[src/rtl/retire_arbiter.sv]
// Three-way round-robin arbiter for the ROB completion port, with a registered output beat.
// Optional macro BRANCH_PRIORITY_EN: requesters with flags bit 5 set win ahead of the rest.
module retire_arbiter (
    input  logic        clk,
    input  logic        rst,
    input  logic        flush,
    input  logic [2:0]  req_valid,
    output logic [2:0]  req_ready,
    input  logic [11:0] req_robid,
    input  logic [23:0] req_flags,
    input  logic [23:0] req_wbs,
    input  logic [23:0] req_value,
    output logic        rob_transmit,
    output logic [3:0]  robid,
    output logic [7:0]  flags,
    output logic [7:0]  wbs,
    output logic [7:0]  value
);

    localparam int unsigned NUM_REQ = 3;
    localparam int unsigned ID_W    = 4;
    localparam int unsigned DATA_W  = 8;

    typedef struct packed {
        logic [ID_W-1:0]   robid;
        logic [DATA_W-1:0] flags;
        logic [DATA_W-1:0] wbs;
        logic [DATA_W-1:0] value;
    } beat_t;

    logic [1:0]         ptr;
    logic [1:0]         ptr_nxt;
    logic [1:0]         gidx;
    logic [2:0]         sum;
    logic               found;
    logic [NUM_REQ-1:0] cand;
    logic [NUM_REQ-1:0] grant;
    beat_t              sel_beat;
    beat_t              out_beat;
`ifdef BRANCH_PRIORITY_EN
    logic [NUM_REQ-1:0] branch;
`endif

    // Candidate set: branch completions first when priority mode is built in.
    always_comb begin
        cand = req_valid;
`ifdef BRANCH_PRIORITY_EN
        branch = '0;
        for (int i = 0; i < int'(NUM_REQ); i++) begin
            branch[i] = req_valid[i] & req_flags[DATA_W*i + 5];
        end
        if (|branch) begin
            cand = branch;
        end
`endif
    end

    // Search from ptr in modulo-3 order; flush and reset suppress every grant.
    always_comb begin
        grant = '0;
        gidx  = 2'd0;
        found = 1'b0;
        sum   = 3'd0;
        if (rst && !flush) begin
            for (int k = 0; k < int'(NUM_REQ); k++) begin
                sum = 3'(ptr) + 3'(k);
                if (sum >= 3'(NUM_REQ)) begin
                    sum = sum - 3'(NUM_REQ);
                end
                if (!found && cand[2'(sum)]) begin
                    found = 1'b1;
                    gidx  = 2'(sum);
                end
            end
        end
        if (found) begin
            grant[gidx] = 1'b1;
        end
        ptr_nxt = (gidx == 2'd2) ? 2'd0 : gidx + 2'd1;
    end

    assign req_ready = grant;

    always_comb begin
        case (gidx)
            2'd1:    sel_beat = beat_t'{req_robid[7:4],  req_flags[15:8],  req_wbs[15:8],  req_value[15:8]};
            2'd2:    sel_beat = beat_t'{req_robid[11:8], req_flags[23:16], req_wbs[23:16], req_value[23:16]};
            default: sel_beat = beat_t'{req_robid[3:0],  req_flags[7:0],   req_wbs[7:0],   req_value[7:0]};
        endcase
    end

    // Output stage: beat valid one cycle after the transfer, payload holds when idle.
    always_ff @(posedge clk or negedge rst) begin
        if (!rst) begin
            ptr          <= 2'd0;
            rob_transmit <= 1'b0;
            out_beat     <= '0;
        end else if (found) begin
            ptr          <= ptr_nxt;
            rob_transmit <= 1'b1;
            out_beat     <= sel_beat;
        end else begin
            rob_transmit <= 1'b0;
        end
    end

    assign robid = out_beat.robid;
    assign flags = out_beat.flags;
    assign wbs   = out_beat.wbs;
    assign value = out_beat.value;

endmodule

[config.mk]
export PLATFORM = sky130hd
export DESIGN_NAME = retire_arbiter
export DESIGN_NICKNAME = d
export VERILOG_FILES = /design/src/rtl/retire_arbiter.sv
export SDC_FILE = /design/constraint.sdc
export NUM_CORES = 1
export LEC_CHECK = 0
export ABC_AREA = 0
export CORE_ASPECT_RATIO = 0.75
export CORE_MARGIN = 2
export CORE_UTILIZATION = 38
export CTS_CLUSTER_SIZE = 14
export DETAILED_ROUTE_END_ITERATION = 10
export GPL_TIMING_DRIVEN = 0
export PLACE_DENSITY = 0.81
export SLEW_MARGIN = 20
export SYNTH_ARGS = -nofsm -noshare
export SYNTH_HDL_FRONTEND = slang
export SYNTH_SLANG_ARGS = --single-unit
[constraint.sdc]
create_clock -name clk -period 3.6 [get_ports clk]
set_input_delay 0.72 -clock clk [delete_from_list [all_inputs] [get_ports clk]]
set_output_delay 0.72 -clock clk [all_outputs]
set_load 0.03 [all_outputs]
## Yosys cells after proc, flatten, opt, wreduce, memory -nomap -nowiden

Cells that the tools add are included.
W data, S select, Z words.

- Bits in registers: 31
- Input port bits: 90
- Output and inout bits: 32

- $add $sub $neg: 6
- Order comparisons: 8
- Equality and inequality tests: 2
- Mux-type cells: 28
- Reduce and logical (&&, ||, !) cells: 7

Operator list:

| kind | number |
|---|---|
| $pmux W28 S2 | 1 |
| $mux W2 | 11 |
| $lt A2 B3 Y1 const B | 4 |
| $mux W1 | 11 |
| $bmux W1 S2 | 3 |
| $ge A3 B2 Y1 const B | 2 |
| $sub A2 B2 Y2 const B | 3 |
| $logic_and A1 B1 Y1 | 4 |
| $add A2 B1 Y3 const B | 1 |
| $add A2 B2 Y3 const B | 1 |
| $logic_not A1 Y1 | 3 |
| $mux W3 | 1 |
| $add A2 B1 Y2 const B | 1 |
| $demux W1 S2 | 1 |
| $eq A2 B1 Y1 const B | 1 |
| $eq A2 B2 Y1 const B | 1 |
| $ge A2 B1 Y1 const B | 1 |
| $ge A2 B2 Y1 const B | 1 |

## Depth between registers and ports, before layout

Gate-level depths: netlist of the first run.

- Word-level depth: 20
- Gate-level depth with buffers: 12

## Worst setup path after synthesis of the first run

OpenSTA, ideal clock, no wires.

- Path type: register -> output
- Start: register ptr[0]
- End: output req_ready[1]
- Arrival time: 2.698 ns
- Data required time: 2.880 ns
- Setup slack: 0.182 ns
- Stages on the path, launching flop included: 11
- Path through: dfrtp_1 -> inv_1 -> ha_1 -> nor2b_1 -> o211ai_1 -> a21boi_0 -> o21ai_0 -> ha_1 -> clkbuf_1 -> clkbuf_1 -> and2_1

- Longest elaborated chain between the ends: 20
- Elaborated cells between the ends (all ways): 40
- Classes of those cells: add/sub: 5; order compare: 5; mux: 25; reduce/logical: 5

RTL lines:

| item | RTL line | source |
|---|---|---|
| start, declared | 31 | `logic [1:0] ptr;` |
| start signal, assigned | 99 | `ptr <= ptr_nxt;` |
| branches (longest 19 deep; another with $add A2 B1 Y3) | n/a |  |
| $mux W3 (*) | 76 | `if (found) begin` |
| end, declared | 8 | `output logic [2:0] req_ready,` |

Every way passes the cells marked *. The select of a mux whose other input is x is not followed.

## Worst setup path after layout of the first run

- Start: input req_valid[2]
- End: output req_ready[0]

- Elaborated cells between the ends (all ways): 26
- Classes of those cells: order compare: 2; mux: 19; reduce/logical: 5

RTL lines:

| item | RTL line | source |
|---|---|---|
| start, declared | 7 | `input logic [2:0] req_valid,` |
| $bmux W1 S2 | 70 | `if (!found && cand[2'(sum)]) begin` |
| $mux W1 (implied by the code) | 70 |  |
| $mux W1 | 70 |  |
| $mux W1 | 64 | `if (rst && !flush) begin` |
| $logic_not A1 Y1 | 70 |  |
| $logic_and A1 B1 Y1 | 70 |  |
| $mux W1 | 70 |  |
| $mux W1 | 64 |  |
| $logic_not A1 Y1 | 70 |  |
| $logic_and A1 B1 Y1 | 70 |  |
| $mux W1 (*) | 70 |  |
| $mux W1 (*) | 64 |  |
| net found | 35 | `logic found;` |
| $mux W3 (*) | 76 |  |

Mark *: on every way through the listed nets, which the timed path passes. The rest lies on a longest branch. The select of a mux whose other input is x is not followed.

==> results of run 1 <==
power by group:
group	total, mW	internal [mW]	switching, mW
Combinational	1.15	0.582	0.568
Sequential	0.566	0.484	0.0817
Clock	0.353	0.224	0.129
logic make-up after synthesis:
| logic type | synth area share [%] |
|---|---|
| fa+ha+maj | 5.373 |
| compound gates | 20.18 |
| simple gates | 9.075 |
| flops | 37.01 |
| buf+inv | 5.671 |
| mux | 22.69 |
state kept, by name, summed over array words and instances (netlist names):
name          count
flags             8
ptr               2
rob_transmit      1
robid             4
value             8
wbs               8
worst register-to-register path: stages, from the launching register on:
cell and delay [ns]:
dfrtp_1 0.43, inv_1 0.10, ha_2 0.23, mux2i_2 0.27, mux2i_2 0.13, nor4b_2 0.31, o211a_1 0.25, ha_4 0.25
clkbuf_1 0.40, a22oi_1 0.14, o21ai_0 0.24, mux2_4 0.19
metal layers:
metal	track usage, %	vias up	part of all wire [%]
li1	-	987	-
met1	24.20	981	44
met2	36.74	86	46
met3	7.379	7	8.6
met4	5.769	0	1.3
met5	0	-	0
cell usage after synthesis:
cell type,number
dfrtp_1,31
mux2_4,26
nor4b_1,1
a22oi_1,28
o211a_1,1
o41a_1,1
o21ai_0,29
buf_6,2
and2_1,3
a21oi_1,2
mux2i_1,4
buf_12,2
clkbuf_1,9
ha_1,9
o21a_1,1
mux2_2,4
o22ai_1,1
o211ai_1,2
buf_1,3
nand2_1,32
inv_1,3
nor2_1,3
a21boi_0,1
nor2b_1,3
nand2b_1,2
worst max-delay path by stage:
stage,cells past startpoint,slack (ns),start,endpoint
CTS,8,0.03,req_valid[0],req_ready[1]
detailed placement,10,-1.29,req_valid[1],req_ready[1]
global route,9,-0.03,req_valid[2],req_ready[2]
finish,9,0.11,req_valid[2],req_ready[0]
floorplan,10,0.18,ptr[0]$_DFFE_PN0P_,req_ready[1]
global placement,8,-1.89,rst,req_ready[1]
final cells by class:
| class | count | area share, % |
|---|---|---|
| multi-input combinational | 153 | 34.79 |
| timing repair buffer | 125 | 34.51 |
| sequential | 31 | 21.63 |
| buffer | 12 | 2.861 |
| tap | 75 | 2.617 |
| clock buffer | 6 | 2.303 |
| clock inverter | 2 | 0.9770 |
| inverter | 3 | 0.3140 |
per-stage QoR:
stage	total power, mW	setup TNS (ns)
global placement	1.665	-31.40
detailed placement	1.686	-7.790
floorplan	1.213	0
finish	2.069	0
CTS	2.063	0
global route	2.168	-0.03085
what timing repair did:
item	CTS	global route
endpoints found under the setup margin	4	28
setup buffers	3	1
hold buffers	0	0
pin swaps	2	3
gates resized for setup	21	8
==> impl_results.md, run 1 <==
- Diodes inserted: 0
- Worst-margin pin slew: 0.4802 ns
- Sequential Area: 775.7 um2
- Post-Syn Nets: 302
- Placed cells: 399
- Clk_lat worst skew: 0.28 ns
- Worst setup EP type: output pin
- I/O pins: 122
- Worst rel slew slack: 67.99%
- # DRC: 0
- Reg-to-Reg Start: ptr[1]$_DFFE_PN0P_
- TritonCTS Sinks: 31
- Die X: 89.75 um
- Multi-input gate area: 1247 um2
- Top cell by count, worst path: buf_6
- CP arrival: 2.77 ns
- Row cnt: 23
- Post-route cell area: 3586 um2
- Fin nets: 430
- Commonest non-fill, non-tap cells in the layout: 115 x clkdlybuf4s50_1, 32 x nand2_1, 31 x dfrtp_1
- Worst Slack Setup Final: 0.1110 ns
- Clock Root Buffer: clkbuf_8
- Cts bufs inserted: 5
- Initial antenna violation count: 0
- Share of layout cells above drive strength 1: 17.77%
- Critical-path cell list: clkdlybuf4s50_1 -> nand2b_1 -> mux2i_2 -> buf_4 -> o41a_1 -> buf_6 -> buf_6 -> and2_1 -> clkdlybuf4s15_2
- Leak: 1.493 nW
- Routed WL: 6.484 mm
- Slowest stage cell, crit path: clkdlybuf4s50_1
- Crit Path Category: in2out
- Req. time, crit path: 2.88 ns
- Initial core utilization: 39.37%
- R2R depth: 11
- Final setup violation count: 0
- Final Skew: 0.005527 ns
- Max-cap check violation count: 0
- Max FO, Critical Path: 10
- Min Hold Slack: 0.3667 ns
- Full die area: 6131 um2
- Gr usage total: 20.64%
- First-pass GRT wire length: 9.777 mm
- Worst R2R Setup Slack: 0.61 ns
- Highest clock rate: 0.2866 GHz
- CTS tree: done
- CP top delay family: buffers and inverters
- Wire length per cell: 15.93 um
- Area Overhead vs Synth: 71.10%
- Top cell type's share of synthesized area: 37.01%
- Pins over their slew limit: 0
- GR Overflow Total: 0
- Most common cell after layout, fill and taps aside: clkdlybuf4s50_1
- DRT Pass-1 Iters: 4
- Seq/Total Area, Yosys: 37.01%
- Routed vias/inst: 5.064
- CP peak stage delay: 0.48 ns
- Final HPWL DP: 4.731 mm
- Post-Syn Instances: 203
- WP buf/inv: 5
- GPL Wtd Cong: 0.9088
- Antenna Nets Post-Route: 0
- Final Critical Period: 3.489 ns
- H-tree Lvls: 2
- Final hold violation count: 0
- Clock Pin Slew Worst Setup and Hold Paths: 0.07 ns
- Largest net degree at the start of global routing: 33
- Area leader, netlist: dfrtp_1
- Post-synthesis cell type count: 25
- VDD IR max: 0.2690 mV
- Synthesized area: 2096 um2
- Final period utilization: 96.92%
- DR vias: 2061
- Layout Utilization: 67.36%
- Port-buffer cells: 121
- Dpl cell area: 3396 um2
- Synth Warn #: 0
- Fill count: 411
- Worst r2r dst: value[5]$_DFFE_PN0P_
- Total core area: 5324 um2
- CTS max path bufs: 2
- Vias in the first global route: 1958
- CP startpoint kind: input port
- Die Height: 68.32 um
- Top cells by area, synth: dfrtp_1 37%, mux2_4 19%, a22oi_1 10%
- Hold Crit Class: in2async
- Initial DRC Count: 33
- Final non-filler cell total: 407
- Status: complete, no violations
- Syn Area/Cell: 10.32 um2
- FF+latch count, synth: 31
- Pwr dens: 577.1 nW/um2
- Pre-CTS WS: -1.289 ns
Note: power is estimated with default switching activity, not from simulation.
==> run 2: changes to the inputs <==
PLACE_DENSITY = default   (was 0.81)
PLACE_DENSITY_LB_ADDON = 0.2   (was default)
==> impl_results.md, run 2 (same netlist as run 1, synthesis figures left out) <==
- Leak: 1.467 nW (was 1.493 nW)
- Total core area: 5324 um2 (unchanged)
- Most common cell after layout, fill and taps aside: clkdlybuf4s50_1 (unchanged)
- Vias in the first global route: 1955 (was 1958)
- Cts bufs inserted: 5 (unchanged)
- Fin nets: 430 (unchanged)
- Pins over their slew limit: 0 (unchanged)
- Largest net degree at the start of global routing: 32 (was 33)
- Max-cap check violation count: 0 (unchanged)
- Die X: 89.75 um (unchanged)
- Max FO, Critical Path: 4 (was 10)
- TritonCTS Sinks: 31 (unchanged)
- Pwr dens: 550.8 nW/um2 (was 577.1 nW/um2)
- Setup TNS: 0 ns (unchanged)
- Diodes inserted: 0 (unchanged)
- Clk_lat worst skew: 0.27 ns (was 0.28 ns)
- Clock Root Buffer: clkbuf_8 (unchanged)
- Highest clock rate: 0.2820 GHz (was 0.2866 GHz)
- VDD IR max: 0.2145 mV (was 0.2690 mV)
- Fill count: 437 (was 411)
- Routed WL: 6.366 mm (was 6.484 mm)
- Commonest non-fill, non-tap cells in the layout: 116 x clkdlybuf4s50_1, 32 x nand2_1, 31 x dfrtp_1 (was 115 x clkdlybuf4s50_1, 32 x nand2_1, 31 x dfrtp_1)
- GR Overflow Total: 0 (unchanged)
- CP startpoint kind: input port (unchanged)
- Initial antenna violation count: 0 (unchanged)
- Wire length per cell: 15.72 um (was 15.93 um)
- Die Height: 68.32 um (unchanged)
- Status: complete, no violations (unchanged)
- Routed vias/inst: 5.017 (was 5.064)
- Post-route cell area: 3536 um2 (was 3586 um2)
- Critical-path cell list: clkdlybuf4s50_1 -> mux2i_2 -> mux2i_2 -> nor4b_2 -> o211ai_1 -> buf_4 -> ha_1 -> and2_1 -> clkdlybuf4s15_2 (was clkdlybuf4s50_1 -> nand2b_1 -> mux2i_2 -> buf_4 -> o41a_1 -> buf_6 -> buf_6 -> and2_1 -> clkdlybuf4s15_2)
- CP arrival: 2.83 ns (was 2.77 ns)
- Top cell by count, worst path: mux2i_2 (was buf_6)
- Unrepaired setup endpoints after global routing: yes
- Worst rel slew slack: 66.27% (was 67.99%)
- Initial core utilization: 39.37% (unchanged)
- CTS tree: done (unchanged)
- Full die area: 6131 um2 (unchanged)
- Gr usage total: 20.80% (was 20.64%)
- Req. time, crit path: 2.88 ns (about the same)
- CP peak stage delay: 0.48 ns (about the same)
- CTS max path bufs: 2 (unchanged)
- Worst-margin pin slew: 0.5059 ns (was 0.4802 ns)
- GPL Wtd Cong: 0.8535 (was 0.9088)
- Final setup violation count: 0 (unchanged)
- Crit Path Category: in2out (unchanged)
- Final Critical Period: 3.547 ns (was 3.489 ns)
- Row cnt: 23 (unchanged)
- Clock Pin Slew Worst Setup and Hold Paths: 0.06 ns (was 0.07 ns)
- Final HPWL DP: 4.737 mm (was 4.731 mm)
- # DRC: 0 (unchanged)
- Share of layout cells above drive strength 1: 16.67% (was 17.77%)
- DRT Pass-1 Iters: 4 (unchanged)
- Port-buffer cells: 121 (unchanged)
- Area Overhead vs Synth: 68.72% (was 71.10%)
- First-pass GRT wire length: 9.825 mm (was 9.777 mm)
- Hold Crit Class: in2async (unchanged)
- Final period utilization: 98.51% (was 96.92%)
- Worst setup EP type: output pin (unchanged)
- H-tree Lvls: 2 (unchanged)
- Initial DRC Count: 61 (was 33)
- I/O pins: 122 (unchanged)
- Dpl cell area: 3416 um2 (was 3396 um2)
- Slowest stage cell, crit path: clkdlybuf4s50_1 (unchanged)
- Final hold violation count: 0 (unchanged)
- Antenna Nets Post-Route: 0 (unchanged)
- Final Skew: 0.003009 ns (was 0.005527 ns)
- DR vias: 2032 (was 2061)
-- run 2: path summary, 6_finish.rpt --
kind / startpoint / end / slack [ns] / cells after the start
worst max-delay path: req_valid[0] / req_ready[0] / 0.05 / 9
worst min-delay path: rst / wbs[5]$_DFFE_PN0P_ / 0.23 / 1
worst max register to register: ptr[0]$_DFFE_PN0P_ / value[6]$_DFFE_PN0P_ / 0.34 / 12
worst min register to register: robid[1]$_DFFE_PN0P_ / robid[1]$_DFFE_PN0P_ / 0.51 / 1
max in group asynchronous: rst / flags[4]$_DFFE_PN0P_ / 3.02 / 2
min in group clk: robid[1]$_DFFE_PN0P_ / robid[1]$_DFFE_PN0P_ / 0.51 / 1
-- run 2: cell type report --
type                    count  area (um2)  area share, %
clock buffers               6       72.57          2.052
inverters                   3       11.26         0.3185
plain buffers              11       90.09          2.548
well taps                  75       93.84          2.654
repair buffers            126        1249          35.32
flip-flops and latches     31       775.7          21.94
multi-input cells         153        1244          35.17
-- run 2: critical path: cells and delay by family --
kind	cells	cell delay (ns)
buffers and inverters	3	0.97
and+or+nand+nor	2	0.42
muxes	2	0.34
AOI/OAI and AO/OA	1	0.21
adders and majority gates	1	0.17
-- run 2: report_power, final --
group          switching [mW]  leakage (nW)  internal [mW]  total [mW]
Sequential             0.0767         0.372          0.484       0.561
Clock                   0.116        0.0371          0.129       0.245
Combinational           0.560          1.06          0.582        1.14
-- run 2: per-layer routing --
layer | track usage (%) | wire, um
met1 | 26.74 | 2948
met2 | 33.71 | 2797
met4 | 4.615 | 41
met5 | 0 | 0
met3 | 8.150 | 578
-- run 2: repair_timing --
action | in CTS | in global routing
gates cloned | 0 | 0
resized for setup | 19 | 7
setup buffers | 4 | 0
setup endpoints to repair | 9 | 18
hold buffers | 0 | 0
pin swaps | 4 | 4
-- run 2: through the flow --
step	total power [mW]	worst slack, ns	cells	utilization, %	hold slack, ns
finish	1.948	0.05347	405	66.42	0.2296
CTS	1.957	0.007034	407	66.49	0.2181
global route	2.054	-0.07019	405	66.42	0.2166
floorplan	1.213	0.1820	203	-	0.4244
detailed placement	1.683	-1.326	400	64.16	0.4926
global placement	1.669	-1.983	399	63.88	0.4897
==> RTL edit (flow settings as in run 1) <==
Add a define of `BRANCH_PRIORITY_EN`.
--- a/src/rtl/retire_arbiter.sv
+++ b/src/rtl/retire_arbiter.sv
@@ -1,5 +1,7 @@
 // Three-way round-robin arbiter for the ROB completion port, with a registered output beat.
 // Optional macro BRANCH_PRIORITY_EN: requesters with flags bit 5 set win ahead of the rest.
+`define BRANCH_PRIORITY_EN
+
 module retire_arbiter (
     input  logic        clk,
     input  logic        rst,
Function: changed (a bounded check fails within 4 cycles, from zero or initial values and one cycle with rst low).
==> RTL edit against run 1 <==
- setup slack worse by 96 ps
- clock power up 1%
- cell count rose by 11%
- total power up 33%
- final area up 11%
- sequential cell count stayed put
- synthesized area is 6.1% higher
- via count is 15% higher
- worst hold slack better by 22 ps
- routed wire length grew 16%
==> RTL edit: results (changes against run 1) <==
syn-num-nets: 326  # was 302
synth_xor_area_share_pct: 0  # unchanged
first_global_vias: 2469  # was 1958
hold_path_class: "input port to async pin"  # unchanged
worst_slew_pin_slew_ps: 534  # was 480 ps
yosysMostFrequentCell: "nand2_1"  # unchanged
synth_area_leaders: "dfrtp_1 (35%), mux2_4 (14%), a22oi_1 (10%), o21ai_0 (7.0%), nand2_1 (5.6%)"  # was dfrtp_1 (37%), mux2_4 (19%), a22oi_1 (10%), o21ai_0 (6.9%), nand2_1 (5.7%)
grt_first_pass_wirelength_mm: 11.8  # was 9.78 mm
clk_latency_ps: 290
peakVddDrop_v: 0.000344  # was 0.000269 V
dp.cells: 428  # was 399
setup_viol: 0  # unchanged
ys_seq_area_share_pct: 34.9  # was 37.0%
synth_cell_types: 38  # was 25
nets: 470  # was 430
num-fill-cells: 443  # was 411
grt_use_met2_pct: 40.2  # was 36.7%
p_leak_nw: 1.63  # was 1.49 nW
port_buffers: 121  # unchanged
via_per_inst: 5.25  # was 5.06
wl_per_cell_um: 16.6  # was 15.9 um
cts_root_buf: "clkbuf_8"  # unchanged
clkTransAtPathRegs_ps: 70  # about the same
vias: 2375  # was 2061
rr_worst_depth: 12  # was 11
n_antenna_cell: 0  # unchanged
first_iter_violations: 108  # was 33
drt-pass1-iter-count: 4  # unchanged
dp_hpwl_mm: 5.32  # was 4.73 mm
grt_max_degree: 34  # was 33
power_density_nw_per_um2: 693  # was 577 nW/um2
antenna_found_initial: 0  # unchanged
synth_ff_type: "dfrtp_1"  # unchanged
status: "completed"  # unchanged
numCtsBuffers: 5  # unchanged
layout-drive-gt1-share_pct: 25.9  # was 17.8%
synthArstFlopShare_pct: 100  # unchanged
yosys-mux-area-fraction_pct: 18.6  # was 22.7%
yosysWarnings: 0  # unchanged
yosys-top-cells-count: "nand2_1 (33), a22oi_1 (31), dfrtp_1 (31), o21ai_0 (31), mux2_4 (20)"  # was nand2_1 (32), dfrtp_1 (31), o21ai_0 (29)
met3_usage_pct: 9.28  # was 7.38%
grtUsageMet1_pct: 27.3  # was 24.2%
htreeDepth: 2  # unchanged
cp_max_fo: 10  # unchanged
synth-compound-area-share_pct: 25.8  # was 20.2%
gp_congestion: 0.886  # was 0.909
clockBufferDepth: 2  # unchanged
syn_inst: 229  # was 203
synthAdderAreaFrac_pct: 4.45  # was 5.37%
grt_util_all_layers_pct: 23.2  # was 20.6%
skew_ps: 2.68  # was 5.53 ps
## RTL edit: routing by layer
metal	up-vias	wire, um
met5	-	0
met4	0	53
met1	1131	3170
met3	7	679
met2	98	3610
li1	1139	-
## RTL edit: cells by family after synthesis
family / after synthesis
mux: 30
compound gates: 83
fa+ha+maj: 8
buf+inv: 23
simple gates: 54
flops: 31
## RTL edit: worst paths after layout
check,from,to,slack (ps)
setup reg to reg,ptr[0],value[0],470
max in group asynchronous,rst,flags[1],2880
hold / removal,rst,flags[6],390
min in group clk,wbs[4],wbs[4],500
hold reg to reg,wbs[4],wbs[4],500
setup / recovery,ptr[0],req_ready[2],20
## RTL edit: critical path: stages (launching register included)
cell and delay, ps:
dfrtp_1 400, buf_4 150, ha_1 210, buf_4 190, o211a_1 250, o211ai_1 250, buf_4 170, o311ai_4 110
ha_2 220, clkbuf_8 140, clkbuf_16 160, and2_2 170, buf_6 130
## RTL edit: power by group
| group | switching (mW) | total (mW) | leakage [nW] | internal [mW] |
|---|---|---|---|---|
| combinational | 0.927 | 1.78 | 1.19 | 0.855 |
| clock | 0.133 | 0.357 | 0.0612 | 0.224 |
| sequential | 0.0942 | 0.611 | 0.376 | 0.517 |
## RTL edit: cell type report
type                       instances  area share [%]
buffer                            18            4.39
clock buffer                       6            2.08
clock inverter                     2           0.884
inverter                           4           0.379
multi-input combinational        175            37.4
sequential                        31            19.6
tap                               78            2.46
timing repair buffer             138            32.9
## RTL edit: stage by stage
stage / area [um2] / hold slack (ps) / setup slack, ps / TNS, ps
floorplan: 2230 / 424 / -51.5 / -51.5
global placement: 3540 / 467 / -1960 / -37390
detailed placement: 3540 / 475 / -1640 / -22530
CTS: 3880 / 499 / 8.40 / 0
global route: 3970 / 416 / -72.4 / -72.4
finish: 3970 / 388 / 15.2 / 0
## RTL edit: timing repair
item,CTS,global route
endpoints found under the hold margin,0,0
buffers inserted,10,7
pin swaps,14,10
gates resized for setup,70,24
endpoints found under the setup margin,31,31
